[src/rtl/pixel_write_buffer.sv]
// Pixel write FIFO between the draw mux and the VGA adapter plot port, with
// off-screen clipping, saturating overflow drop counter and a full-screen clear engine.
module pixel_write_buffer #(
  parameter int          DEPTH        = 16,
  parameter int          ADDR_W       = 4,
  parameter int          X_MAX        = 159,
  parameter int          Y_MAX        = 119,
  parameter logic [2:0]  CLEAR_COLOUR = 3'b000
) (
  input  logic              CLOCK_50,
  input  logic              resetn,
  input  logic [9:0]        in_x,
  input  logic [9:0]        in_y,
  input  logic [2:0]        in_colour,
  input  logic              in_write,
  input  logic              clear_req,
  input  logic              out_ready,
  output logic [7:0]        out_x,
  output logic [6:0]        out_y,
  output logic [2:0]        out_colour,
  output logic              out_plot,
  output logic              full,
  output logic              empty,
  output logic              clearing,
  output logic [7:0]        drop_count,
  output logic [ADDR_W:0]   count
);

  localparam logic       S_NORMAL = 1'b0;
  localparam logic       S_CLEAR  = 1'b1;

  localparam logic [9:0]        X_LAST10  = 10'(X_MAX);
  localparam logic [9:0]        Y_LAST10  = 10'(Y_MAX);
  localparam logic [7:0]        SX_LAST   = 8'(X_MAX);
  localparam logic [6:0]        SY_LAST   = 7'(Y_MAX);
  localparam logic [ADDR_W:0]   CNT_ONE   = (ADDR_W+1)'(1);
  localparam logic [ADDR_W:0]   CNT_FULL  = (ADDR_W+1)'(DEPTH);
  localparam logic [ADDR_W:0]   CNT_ZERO  = (ADDR_W+1)'(0);
  localparam logic [ADDR_W-1:0] PTR_ONE   = ADDR_W'(1);
  localparam logic [ADDR_W-1:0] PTR_ZERO  = ADDR_W'(0);

  logic                state_q, state_d;
  logic [ADDR_W-1:0]   wr_ptr_q, wr_ptr_d;
  logic [ADDR_W-1:0]   rd_ptr_q, rd_ptr_d;
  logic [ADDR_W:0]     count_q, count_d;
  logic                full_q, full_d;
  logic                empty_q, empty_d;
  logic [7:0]          drop_q, drop_d;
  logic [7:0]          sx_q, sx_d;
  logic [6:0]          sy_q, sy_d;
  logic [7:0]          out_x_q, out_x_d;
  logic [6:0]          out_y_q, out_y_d;
  logic [2:0]          out_colour_q, out_colour_d;
  logic                out_plot_q, out_plot_d;
  logic [17:0]         mem_q [DEPTH];
  logic [17:0]         head_s;
  logic                wr_ok_s;
  logic                push_s;
  logic                pop_s;

  // Entry layout: {colour, y[6:0], x[7:0]}
  assign head_s  = mem_q[rd_ptr_q];
  assign wr_ok_s = in_write && (in_x <= X_LAST10) && (in_y <= Y_LAST10);

  // Next-state logic for the FIFO, drop counter, clear scan and output registers
  always_comb begin
    state_d      = state_q;
    wr_ptr_d     = wr_ptr_q;
    rd_ptr_d     = rd_ptr_q;
    count_d      = count_q;
    drop_d       = drop_q;
    sx_d         = sx_q;
    sy_d         = sy_q;
    out_x_d      = out_x_q;
    out_y_d      = out_y_q;
    out_colour_d = out_colour_q;
    out_plot_d   = 1'b0;
    push_s       = 1'b0;
    pop_s        = 1'b0;
    case (state_q)
      S_NORMAL: begin
        if (clear_req) begin
          // Queued pixels and any same-cycle write are discarded uncounted
          state_d  = S_CLEAR;
          wr_ptr_d = PTR_ZERO;
          rd_ptr_d = PTR_ZERO;
          count_d  = CNT_ZERO;
          sx_d     = 8'd0;
          sy_d     = 7'd0;
        end else begin
          pop_s  = out_ready && !empty_q;
          push_s = wr_ok_s && (!full_q || pop_s);
          if (pop_s) begin
            out_x_d      = head_s[7:0];
            out_y_d      = head_s[14:8];
            out_colour_d = head_s[17:15];
            out_plot_d   = 1'b1;
            rd_ptr_d     = rd_ptr_q + PTR_ONE;
          end else begin
            out_plot_d   = 1'b0;
          end
          if (push_s) begin
            wr_ptr_d = wr_ptr_q + PTR_ONE;
          end else begin
            wr_ptr_d = wr_ptr_q;
          end
          case ({push_s, pop_s})
            2'b10:   count_d = count_q + CNT_ONE;
            2'b01:   count_d = count_q - CNT_ONE;
            default: count_d = count_q;
          endcase
          if (wr_ok_s && full_q && !pop_s && (drop_q != 8'hFF)) begin
            drop_d = drop_q + 8'd1;
          end else begin
            drop_d = drop_q;
          end
        end
      end
      S_CLEAR: begin
        if (out_ready) begin
          out_x_d      = sx_q;
          out_y_d      = sy_q;
          out_colour_d = CLEAR_COLOUR;
          out_plot_d   = 1'b1;
          if (sx_q == SX_LAST) begin
            sx_d = 8'd0;
            if (sy_q == SY_LAST) begin
              sy_d    = 7'd0;
              state_d = S_NORMAL;
            end else begin
              sy_d    = sy_q + 7'd1;
            end
          end else begin
            sx_d = sx_q + 8'd1;
          end
        end else begin
          out_plot_d = 1'b0;
        end
      end
      default: state_d = S_NORMAL;
    endcase
    full_d  = (count_d == CNT_FULL);
    empty_d = (count_d == CNT_ZERO);
  end

  // State and output registers with synchronous active-low reset
  always_ff @(posedge CLOCK_50) begin
    if (!resetn) begin
      state_q      <= S_NORMAL;
      wr_ptr_q     <= PTR_ZERO;
      rd_ptr_q     <= PTR_ZERO;
      count_q      <= CNT_ZERO;
      full_q       <= 1'b0;
      empty_q      <= 1'b1;
      drop_q       <= 8'd0;
      sx_q         <= 8'd0;
      sy_q         <= 7'd0;
      out_x_q      <= 8'd0;
      out_y_q      <= 7'd0;
      out_colour_q <= 3'd0;
      out_plot_q   <= 1'b0;
    end else begin
      state_q      <= state_d;
      wr_ptr_q     <= wr_ptr_d;
      rd_ptr_q     <= rd_ptr_d;
      count_q      <= count_d;
      full_q       <= full_d;
      empty_q      <= empty_d;
      drop_q       <= drop_d;
      sx_q         <= sx_d;
      sy_q         <= sy_d;
      out_x_q      <= out_x_d;
      out_y_q      <= out_y_d;
      out_colour_q <= out_colour_d;
      out_plot_q   <= out_plot_d;
    end
  end

  // FIFO storage; contents need no reset since count gates every read
  always_ff @(posedge CLOCK_50) begin
    if (resetn && push_s) begin
      mem_q[wr_ptr_q] <= {in_colour, in_y[6:0], in_x[7:0]};
    end
  end

  assign out_x      = out_x_q;
  assign out_y      = out_y_q;
  assign out_colour = out_colour_q;
  assign out_plot   = out_plot_q;
  assign full       = full_q;
  assign empty      = empty_q;
  assign clearing   = (state_q == S_CLEAR);
  assign drop_count = drop_q;
  assign count      = count_q;

endmodule

[config.mk]
export PLATFORM = sky130hd
export DESIGN_NAME = pixel_write_buffer
export DESIGN_NICKNAME = d
export VERILOG_FILES = /design/src/rtl/pixel_write_buffer.sv
export SDC_FILE = /design/constraint.sdc
export NUM_CORES = 1
export LEC_CHECK = 0
export BUFFER_PORTS_ARGS = -buffer_cell sky130_fd_sc_hd__buf_2
export CORE_MARGIN = 2
export CORE_UTILIZATION = 40
export CTS_CLUSTER_SIZE = 24
export DETAILED_ROUTE_END_ITERATION = 6
export GPL_ROUTABILITY_DRIVEN = 0
export RECOVER_POWER = 100
export SYNTH_ARGS = -nofsm -noshare
export SYNTH_HDL_FRONTEND = slang
export SYNTH_SLANG_ARGS = --single-unit
[constraint.sdc]
create_clock -name CLOCK_50 -period 3.2 [get_ports CLOCK_50]
set_input_delay 0 -clock CLOCK_50 [delete_from_list [all_inputs] [get_ports CLOCK_50]]
set_output_delay 0 -clock CLOCK_50 [all_outputs]
set_load 0.02 [all_outputs]
==> metrics.md, run 1 <==
| Metric | Value |
|---|---|
| Status | `complete, no violations` |
| Final Core Density | `0.4684` |
| Critical path buffers and inverters | `1` |
| Netlist Area Pre-Place | `13850 sq um` |
| Critical Path Fanout Max | `24` |
| Placed Area | `14930 sq um` |
| First-pass DRT Iterations | `5` |
| Initial antenna violation count | `0` |
| GRT Total Usage | `0.1777` |
| Yosys reg bits | `350` |
| Die X-Extent | `190.1 um` |
| Die Area | `36130 sq um` |
| Post-layout worst setup margin | `203.3 ps` |
| Post-route ant nets | `0` |
| Setup crit start | `clearing` |
| Crit path to | `mem_q[13][6]` |
| Slowest library cell on the worst path | `clkbuf_2` |
| Final #Nets | `956` |
| Total grt overflow | `0` |
| Avg Synthesized Cell Area | `17.44 sq um` |
| R2R cell count | `4` |
| Post-place setup slack | `269.9 ps` |
| Pwr dens | `575.8 nW/um^2` |
| Min Tclk post-route | `2997 ps` |
| Setup TNS | `0 ps` |
| Initial DRC count | `673` |
| Critical-path cell list | `nor2_1 -> nand4_1 -> nor2_1 -> clkbuf_2` |
| Synth async-reset ratio | `0` |
| Number of flops mapped to enable cells by yosys | `288` |
| Commonest non-fill, non-tap cell in the layout | `edfxtp_1` |
| Relative slew slack | `0.4364` |
| Vias in the first global route | `7629` |
| Routed wire length | `31.83 mm` |
| Clock slew at reported path FFs | `60 ps` |
| Detailed-route DRC error count | `0` |
| Top cells by area, synth | `edfxtp_1 (62%), mux4_2 (9.6%), dfxtp_1 (9.0%), mux4_1 (2.5%), a21oi_1 (2.1%)` |
| Area occupied by multi-input gates | `3699 sq um` |
| Dominant cell type by area after synthesis | `edfxtp_1` |
| Fraction of layout cells with a size suffix above 1 | `0.1815` |
| Post-DR vias/cell | `5.529` |
| Vias | `7724` |
| Most frequent cells in the layout | `edfxtp_1 (288), clkbuf_1 (66), dfxtp_1 (60)` |
| Crit path launch type | `flop` |
| Worst-Margin Slew | `844.3 ps` |
| Tcrit/Tclk final | `0.9365` |
| Max Cap Violations | `0` |
| LEAKAGE | `5.113 nW` |
| Critical Path AT | `3130 ps` |
| CP max stage delay | `600 ps` |
| Count of cell types in the netlist | `57` |
| Crit path required time | `3340 ps` |
| Row count | `68` |
| FF+latch area | `9892 sq um` |
| Total Power | `9.247 mW` |
| Clock tree from TritonCTS | `done` |
| Core area | `34290 sq um` |
| Crit. End Element | `flop` |
| Mapped Nets | `835` |
| Synth warn | `0` |
| IO Port Bufs | `62` |
| Worst min path class | `in -> reg` |
| Clk_lat worst skew | `520 ps` |
| Die Span Y | `190.1 um` |
| CTS root buf | `clkbuf_16` |
| Area growth syn-to-layout | `15.95%` |
| R2R setup slack | `200 ps` |
| Fin. Hold Viols | `0` |
| Post-synth top area share | `0.6244` |
| Synth Instances | `794` |
| Starting Density | `0.4040` |
| Unrepaired setup endpoints after global routing | `false` |
| Slew Viols, Final | `0` |
| Setup CP Type | `reg -> reg` |
| CTS sink count | `350` |
| H-Tree Depth | `2` |
| Post-synth top flop | `edfxtp_1` |
| Skew final | `14.52 ps` |
| Num CTS Buffers | `37` |
| Global-route wire length before repair | `47.67 mm` |
| Largest net degree at the start of global routing | `37` |
| Fillers | `2980` |
| Bufs on Longest Clock Path | `3` |
| CP dominant cell by count | `nor2_1` |
| Antenna diode count | `0` |
| Finished Cell Area | `16060 sq um` |
| Ports | `63` |
| VDD IR max | `0.0006823 V` |
| Fmax | `333.7 MHz` |
| WL per Instance | `22.79 um` |
| R2r endpoint | `mem_q[13][6]` |
| HPWL after DPL | `18.77 mm` |
| Final setup violation count | `0` |
| Critical path depth in cells | `4` |
| Post-CTS Setup Inserts | `0` |
| Reg-to-Reg Start | `clearing` |
| Worst path top cell family by delay | `simple AND/OR/NAND/NOR gates` |
| Post-synthesis sequential area ratio | `0.7140` |
==> tightest hold or removal path: stages <==
cell,delay (ps)
buf_2,300
a211o_1,140
a21oi_1,50
==> cell families after synthesis <==
kind of cell	share of synthesized area
DFF	0.7140
AOI/OAI and AO/OA	0.06604
adders and majority gates	0.01229
buffers and inverters	0.01924
muxes	0.1315
xor gates and xnor gates	0.005691
and+or+nand+nor	0.05122
==> how the worst min path moves through the flow <==
| stage | end | slack, ps | start | cells past startpoint |
|---|---|---|---|---|
| 2_1_floorplan | mem_q[0][0] | 100 | in_x[0] | 0 |
| 3_3_place_gp | mem_q[0][11] | 250 | in_y[3] | 1 |
| 3_5_place_dp | mem_q[0][11] | 250 | in_y[3] | 1 |
| 4_1_cts | wr_ptr_q[2] | 20 | clear_req | 3 |
| 5_1_grt | wr_ptr_q[2] | 50 | clear_req | 3 |
| 6_report | wr_ptr_q[2] | 40 | clear_req | 3 |
==> repair_timing <==
item / in CTS / in global routing
endpoints found under the hold margin: 289 / 0
hold buffers: 19 / 0
resized for setup: 0 / 1
setup endpoints to repair: 0 / 1
==> stage by stage <==
| step | hold slack [ps] | instances |
|---|---|---|
| 3_3_place_gp | 248.5 | 1312 |
| 4_1_cts | 17.36 | 1397 |
| 5_1_grt | 54.57 | 1397 |
| 3_5_place_dp | 248.8 | 1312 |
| 6_report | 36.79 | 1397 |
| 2_1_floorplan | 98.87 | 794 |
==> where the power goes <==
group | internal [mW] | switching, mW | leakage (nW)
clock | 2.40 | 1.69 | 0.548
sequential | 4.94 | 0.0140 | 3.09
combinational | 0.0552 | 0.153 | 1.47
==> flip-flops by register name, indices dropped and copies added (netlist names), 3 cells and up, named ones only <==
register	flops
count	5
drop_count	8
mem_q	288
out_colour	3
out_x	8
out_y	7
rd_ptr_q	4
sx_q	8
sy_q	7
wr_ptr_q	4
==> area by class of cell <==
class,count,share of cell area
Tap cell,455,0.03545
Clock inverter,16,0.008492
Clock buffer,50,0.06334
Timing Repair Buffer,123,0.04324
Inverter,14,0.003272
Sequential cell,350,0.6159
Multi-Input combinational cell,389,0.2303
==> metal layers <==
layer  global-route usage  part of all wire
met1               0.2559              0.45
met2               0.2838              0.47
met3              0.02915             0.065
met4              0.04383             0.017
met5                    0                 0
==> Yosys cell counts (2+ instances only) <==
master and n:
xnor2_1 5, o21ai_0 25, o32ai_1 2, o21a_1 2, clkbuf_1 19, mux4_1 13, nand2_1 24, or4_1 2
nor2_1 32, and2_1 4, a21o_1 2, xor2_1 4, a41oi_1 2, a211o_1 2, a22oi_1 32, dfxtp_1 62
nand4_1 16, o22ai_1 4, buf_2 12, nor3b_1 3, a32oi_1 3, nor2b_1 3, nor3_1 15, ha_1 12
buf_1 2, nand2b_1 9, mux2i_1 14, mux4_2 59, nor4_1 4, and3_1 8, buf_4 4, buf_6 4
inv_1 14, edfxtp_1 288, a31o_1 3, nand3_1 8, a21oi_1 57
No activity file was read; power rests on OpenSTA's default activity.
==> run 2, diff against run 1 <==
--- a/config.mk
+++ b/config.mk
@@ -7,7 +7,7 @@
 export LEC_CHECK = 0
 export BUFFER_PORTS_ARGS = -buffer_cell sky130_fd_sc_hd__buf_2
 export CORE_MARGIN = 2
-export CORE_UTILIZATION = 40
+export CORE_UTILIZATION = 41
 export CTS_CLUSTER_SIZE = 24
 export DETAILED_ROUTE_END_ITERATION = 6
 export GPL_ROUTABILITY_DRIVEN = 0
==> metrics.md, run 2 (synthesis gave the netlist of run 1 again) <==
| Metric | Value |
|---|---|
| Unrepaired setup endpoints after global routing | `false` |
| Commonest non-fill, non-tap cell in the layout | `edfxtp_1` |
| Relative slew slack | `0.3474 (-0.08903)` |
| Antenna diode count | `0 (unchanged)` |
| Most frequent cells in the layout | `edfxtp_1 (288), clkbuf_1 (71), dfxtp_1 (60)` |
| Fin. Hold Viols | `0 (unchanged)` |
| Row count | `67 (-1.5%)` |
| H-Tree Depth | `2 (unchanged)` |
| Min Tclk post-route | `2937 ps (-59.92 ps)` |
| Crit path required time | `3610 ps (+270 ps)` |
| Clock tree from TritonCTS | `done` |
| Post-place setup slack | `304.2 ps (+34.32 ps)` |
| Final setup violation count | `0 (unchanged)` |
| Fraction of layout cells with a size suffix above 1 | `0.1811 (-0.0003846)` |
| Starting Density | `0.4151 (+0.01118)` |
| Pwr dens | `578.0 nW/um^2 (+0.38%)` |
| Post-CTS Setup Inserts | `0 (unchanged)` |
| Final #Nets | `958 (+0.21%)` |
| Initial antenna violation count | `1 (+1)` |
| Die Span Y | `187.8 um (-1.2%)` |
| Post-DR vias/cell | `5.502 (-0.49%)` |
| Crit. End Element | `flop` |
| Largest net degree at the start of global routing | `41 (+11%)` |
| Routed wire length | `31.35 mm (-1.5%)` |
| Fillers | `2901 (-2.7%)` |
| Clk_lat worst skew | `530 ps (about the same)` |
| Met2 usage | `0.2882 (+0.004347)` |
| Post-layout worst setup margin | `263.2 ps (+59.92 ps)` |
| HPWL after DPL | `18.81 mm (+0.19%)` |
| Critical-path cell list | `dlygate4sd3_1 -> clkbuf_1 -> nand4_1 -> nand4_1 -> nor2_2 -> inv_1 -> ha_1 -> inv_1 -> fa_1 -> nor2b_1 -> o21ai_0 -> a2111o_1 -> a211o_1 -> o211a_1` |
| Tcrit/Tclk final | `0.9177 (-0.01872)` |
| Setup CP Type | `in -> reg` |
| Total grt overflow | `0 (unchanged)` |
| Worst min path class | `in -> reg` |
| IO Port Bufs | `62 (unchanged)` |
| Vias in the first global route | `7803 (+2.3%)` |
| CTS root buf | `clkbuf_16` |
| LEAKAGE | `5.136 nW (+0.44%)` |
| FF+latch area | `9894 sq um (about the same)` |
| Max reg flops | `288 (unchanged)` |
| Most Crowded Layer GR | `met2` |
| Setup TNS | `0 ps (unchanged)` |
| Post-CTS Hold Fix Bufs | `19 (unchanged)` |
| Slew Viols, Final | `0 (unchanged)` |
| VDD IR max | `0.0003943 V (-42%)` |
| Post-route ant nets | `0 (unchanged)` |
| Area growth syn-to-layout | `16.30%` |
| Ports | `63 (unchanged)` |
| Fmax | `340.5 MHz (+2.0%)` |
| Total Power | `9.310 mW (+0.68%)` |
| PostCTS Resize Cnt | `0 (unchanged)` |
| Skew final | `18.28 ps (+3.763 ps)` |
| Slowest library cell on the worst path | `dlygate4sd3_1` |
| Met1 usage | `0.2586 (+0.002739)` |
| Status | `complete, no violations` |
| CTS sink count | `350 (unchanged)` |
| GRT Total Usage | `0.1802 (+0.002554)` |
| Die X-Extent | `187.8 um (-1.2%)` |
| First-pass DRT Iterations | `5 (unchanged)` |
| Global-route wire length before repair | `47.89 mm (+0.48%)` |
| Core area | `33360 sq um (-2.7%)` |
| Die Area | `35270 sq um (-2.4%)` |
| Max Cap Violations | `0 (unchanged)` |
| CP max stage delay | `530 ps (-70 ps)` |
| Bufs on Longest Clock Path | `3 (unchanged)` |
| Initial DRC count | `494 (-27%)` |
| Critical Path AT | `3350 ps (+220 ps)` |
| WL per Instance | `22.52 um (-1.2%)` |
| Num CTS Buffers | `38 (+2.7%)` |
| M3 GR Usage | `0.02995 (+0.0007998)` |
| Critical Path Fanout Max | `6 (-75%)` |
| Top reg by flops | `mem_q` |
| Vias | `7659 (-0.84%)` |
| Worst-Margin Slew | `979.0 ps (+134.7 ps)` |
| Clock slew at reported path FFs | `60 ps (about the same)` |
| Crit path launch type | `primary input` |
| Min Hold Slack | `17.06 ps (-19.73 ps)` |
| Detailed-route DRC error count | `0 (unchanged)` |
| Area occupied by multi-input gates | `3712 sq um (+0.37%)` |
## run 2: layout make-up
cell class / instances / area share
Inverter: 14 / 0.003262
Sequential cell: 350 / 0.6143
Tap cell: 448 / 0.03480
Multi-Input combinational cell: 389 / 0.2305
Clock inverter: 19 / 0.01134
Clock buffer: 48 / 0.06136
Timing Repair Buffer: 124 / 0.04451
## run 2: per-layer routing
metal / wire length, um / part of all wire
met1: 14470 / 0.46
met2: 14820 / 0.47
met3: 1460 / 0.047
met4: 581 / 0.019
met5: 14 / 0.00045
## run 2: worst max-delay path, delay by kind of cell
kind                       cells  cell delay (ps)
AOI/OAI and AO/OA              4              990
buffers and inverters          4              920
and+or+nand+nor                4              770
adders and majority gates      2              670
## run 2: worst paths after layout
kind	end	cells after the start	startpoint	slack, ps
worst min-delay path	wr_ptr_q[2]	3	clear_req	20
worst max-delay path	empty	14	in_y[5]	260
worst min register to register	out_colour[0]	1	out_colour[0]	480
worst max register to register	out_y[1]	6	flop	330
## run 2: report_power, final
part / internal, mW / total [mW] / switching [mW]
logic: 0.0529 / 0.209 / 0.156
registers: 4.94 / 4.95 / 0.0116
clock network: 2.43 / 4.15 / 1.72
total: 7.42 / 9.31 / 1.89
## run 2: per-stage QoR
| stage | area [sq um] | util | instances |
|---|---|---|---|
| final | 16110 | 0.4828 | 1392 |
| after global routing | 16110 | 0.4828 | 1392 |
| after CTS | 16310 | 0.4889 | 1392 |
| after detailed placement | 14950 | 0.4481 | 1306 |
| after global placement | 14950 | 0.4481 | 1306 |
| after floorplan | 13850 | - | 794 |
==> run 3, diff against run 2 <==
--- a/config.mk
+++ b/config.mk
@@ -5,6 +5,7 @@
 export SDC_FILE = /design/constraint.sdc
 export NUM_CORES = 1
 export LEC_CHECK = 0
+export ABC_CLOCK_PERIOD_IN_PS = 2980
 export BUFFER_PORTS_ARGS = -buffer_cell sky130_fd_sc_hd__buf_2
 export CORE_MARGIN = 2
 export CORE_UTILIZATION = 41
==> constraint.sdc (replaced) <==
create_clock -name CLOCK_50 -period 2.98 [get_ports CLOCK_50]
set_input_delay 0 -clock CLOCK_50 [delete_from_list [all_inputs] [get_ports CLOCK_50]]
set_output_delay 0 -clock CLOCK_50 [all_outputs]
set_load 0.02 [all_outputs]
==> metrics.md, run 3 (synthesis gave the netlist of run 1 again) <==
| Metric | Value |
|---|---|
| Vias | `7825 (+2.2%)` |
| WL per Instance | `22.78 um (+1.2%)` |
| Fraction of layout cells with a size suffix above 1 | `0.1695 (-0.01169)` |
| Post-route ant nets | `0 (unchanged)` |
| Clk_lat worst skew | `530 ps (about the same)` |
| Num CTS Buffers | `36 (-5.3%)` |
| Pwr dens | `602.5 nW/um^2 (+4.2%)` |
| Max Cap Violations | `0 (unchanged)` |
| Die Area | `35270 sq um (unchanged)` |
| Critical Path AT | `3260 ps (-90 ps)` |
| Commonest non-fill, non-tap cell in the layout | `edfxtp_1` |
| P_sw | `1.971 mW (+4.5%)` |
| IO Port Bufs | `62 (unchanged)` |
| Fmax | `352.2 MHz` |
| Min Tclk post-route | `2839 ps` |
| Hold path cells | `7 (+4)` |
| Routed wire length | `31.99 mm (+2.0%)` |
| Status | `complete, no violations` |
| Seq pwr share | `0.549 (+0.017)` |
| Fin. Hold Viols | `0 (unchanged)` |
| Vias in the first global route | `7680 (-1.6%)` |
| Max reg flops | `288 (unchanged)` |
| Clk pwr share | `0.428 (-0.018)` |
| Setup TNS | `0 ps (unchanged)` |
| Area growth syn-to-layout | `16.08%` |
| Worst min path class | `in -> reg` |
| CP dominant cell by count | `inv_1` |
| Slowest library cell on the worst path | `dlygate4sd3_1` |
| Fillers | `2880 (-0.72%)` |
| Most frequent cells in the layout | `edfxtp_1 (288), clkbuf_1 (85), dfxtp_1 (60)` |
| Antenna diode count | `0 (unchanged)` |
| Core area | `33360 sq um (unchanged)` |
| Critical Path Fanout Max | `6 (unchanged)` |
| Top reg by flops | `mem_q` |
| Switching share of total power | `0.2034 (+0.0008829)` |
| Tcrit/Tclk final | `0.9527` |
| Clock tree from TritonCTS | `done` |
| Gate power share | `0.024 (+0.002)` |
| Critical path depth in cells | `14 (unchanged)` |
| Bufs on Longest Clock Path | `3 (unchanged)` |
| Row count | `67 (unchanged)` |
| Crit. End Element | `flop` |
| Pint | `7.716 mW (+3.9%)` |
| Detailed-route DRC error count | `0 (unchanged)` |
| LEAKAGE | `5.122 nW (-0.26%)` |
| Starting Density | `0.4151 (unchanged)` |
| H-Tree Depth | `2 (unchanged)` |
| Die X-Extent | `187.8 um (unchanged)` |
| Worst-Margin Slew | `1218 ps (+238.9 ps)` |
| CP max stage delay | `560 ps (+30 ps)` |
| First-pass DRT Iterations | `5 (unchanged)` |
| R2R cell count | `5 (-1)` |
| HPWL after DPL | `18.75 mm (-0.32%)` |
| Clock slew at reported path FFs | `60 ps (about the same)` |
| VDD IR max | `0.0003124 V (-21%)` |
| Min Hold Slack | `131.1 ps (+114.1 ps)` |
| Initial DRC count | `524 (+6.1%)` |
| CTS sink count | `350 (unchanged)` |
| CTS root buf | `clkbuf_16` |
| Setup CP Type | `in -> reg` |
| R2R setup slack | `210 ps (-120 ps)` |
| Final #Nets | `970 (+1.3%)` |
| Critical path buffers and inverters | `4 (unchanged)` |
| Crit path required time | `3400 ps (-210 ps)` |
| Relative slew slack | `0.1826 (-0.1648)` |
| Initial antenna violation count | `1 (unchanged)` |
| Slew Viols, Final | `0 (unchanged)` |
| Unrepaired setup endpoints after global routing | `false` |
| Final setup violation count | `0 (unchanged)` |
| Critical-path cell list | `dlygate4sd3_1 -> clkbuf_1 -> nand4_1 -> nand4_2 -> nor2_1 -> inv_1 -> ha_2 -> inv_1 -> fa_1 -> nor2b_1 -> o21ai_0 -> a2111o_1 -> a211o_1 -> o211a_1` |
| Global-route wire length before repair | `48.07 mm (+0.38%)` |
| Total Power | `9.687 mW (+4.0%)` |
| Total grt overflow | `0 (unchanged)` |
| Crit path launch type | `primary input` |
| Post-CTS Setup Inserts | `0 (unchanged)` |
| Post-DR vias/cell | `5.573 (+1.3%)` |
| Largest net degree at the start of global routing | `38 (-7.3%)` |
| Skew final | `15.19 ps (-3.086 ps)` |
| Die Span Y | `187.8 um (unchanged)` |
| GRT Total Usage | `0.1832 (+0.002924)` |
| Worst path top cell family by delay | `compound AO/OA/AOI/OAI gates` |
| Ports | `63 (unchanged)` |
[run 3: cell count changes in the layout (fill, tap and decap cells not counted), sizes merged]
cell and change:
buf +13, bufinv -2, clkbuf +5, clkinv -4, dlygate4sd3 +2, inv -2
[run 3: layer usage]
layer	wire (um)	track usage	share of wire
met5	18	0	0.00056
met4	632	0.05300	0.020
met1	13910	0.2629	0.43
met2	15240	0.2925	0.48
met3	2180	0.02695	0.068
[run 3: path summary, 6_finish.rpt]
kind,start,to
setup / recovery,in_y[5],empty
hold / removal,in_y[8],wr_ptr_q[0]
setup reg to reg,clearing,mem_q[8][7]
hold reg to reg,out_colour[1],out_colour[1]
[run 3: final cells by class]
cell class	instances	area, sq um	share of cell area
Sequential cell	350	9892	0.6153
Clock inverter	11	108.9	0.006770
Clock buffer	54	968.4	0.06023
Tap cell	448	560.5	0.03486
Timing Repair Buffer	138	810.8	0.05043
Multi-Input combinational cell	389	3685	0.2292
Inverter	14	52.55	0.003268
[run 3: power by group through the flow]
stage	clock, mW	sequential (mW)	combinational [mW]
after floorplan	0	5.43	0.0748
after global placement	0	5.42	0.213
after detailed placement	0	5.42	0.217
after CTS	4.24	5.31	0.240
after global routing	4.42	5.31	0.251
final	4.14	5.31	0.228
[run 3: repair_timing]
item	CTS	global route
hold buffers	21	0
gates resized for setup	0	2
setup endpoints to repair	0	2
endpoints found under the hold margin	292	0
[run 3: worst register-to-register path: stages (launching register included)]
cell and delay [ps]:
dfxtp_1 490, nor2_1 380, clkbuf_1 330, nand4_1 260
nor2_1 330, clkbuf_2 590
[run 3: stage by stage]
step / setup WS (ps) / instance area, sq um / util / std cells
2_1_floorplan: 66.53 / 13850 / - / 794
3_3_place_gp: 185.3 / 15050 / 0.4511 / 1318
3_5_place_dp: 127.5 / 15050 / 0.4511 / 1318
4_1_cts: 144.2 / 16340 / 0.4897 / 1404
5_1_grt: 29.26 / 16080 / 0.4819 / 1404
6_report: 141.1 / 16080 / 0.4819 / 1404
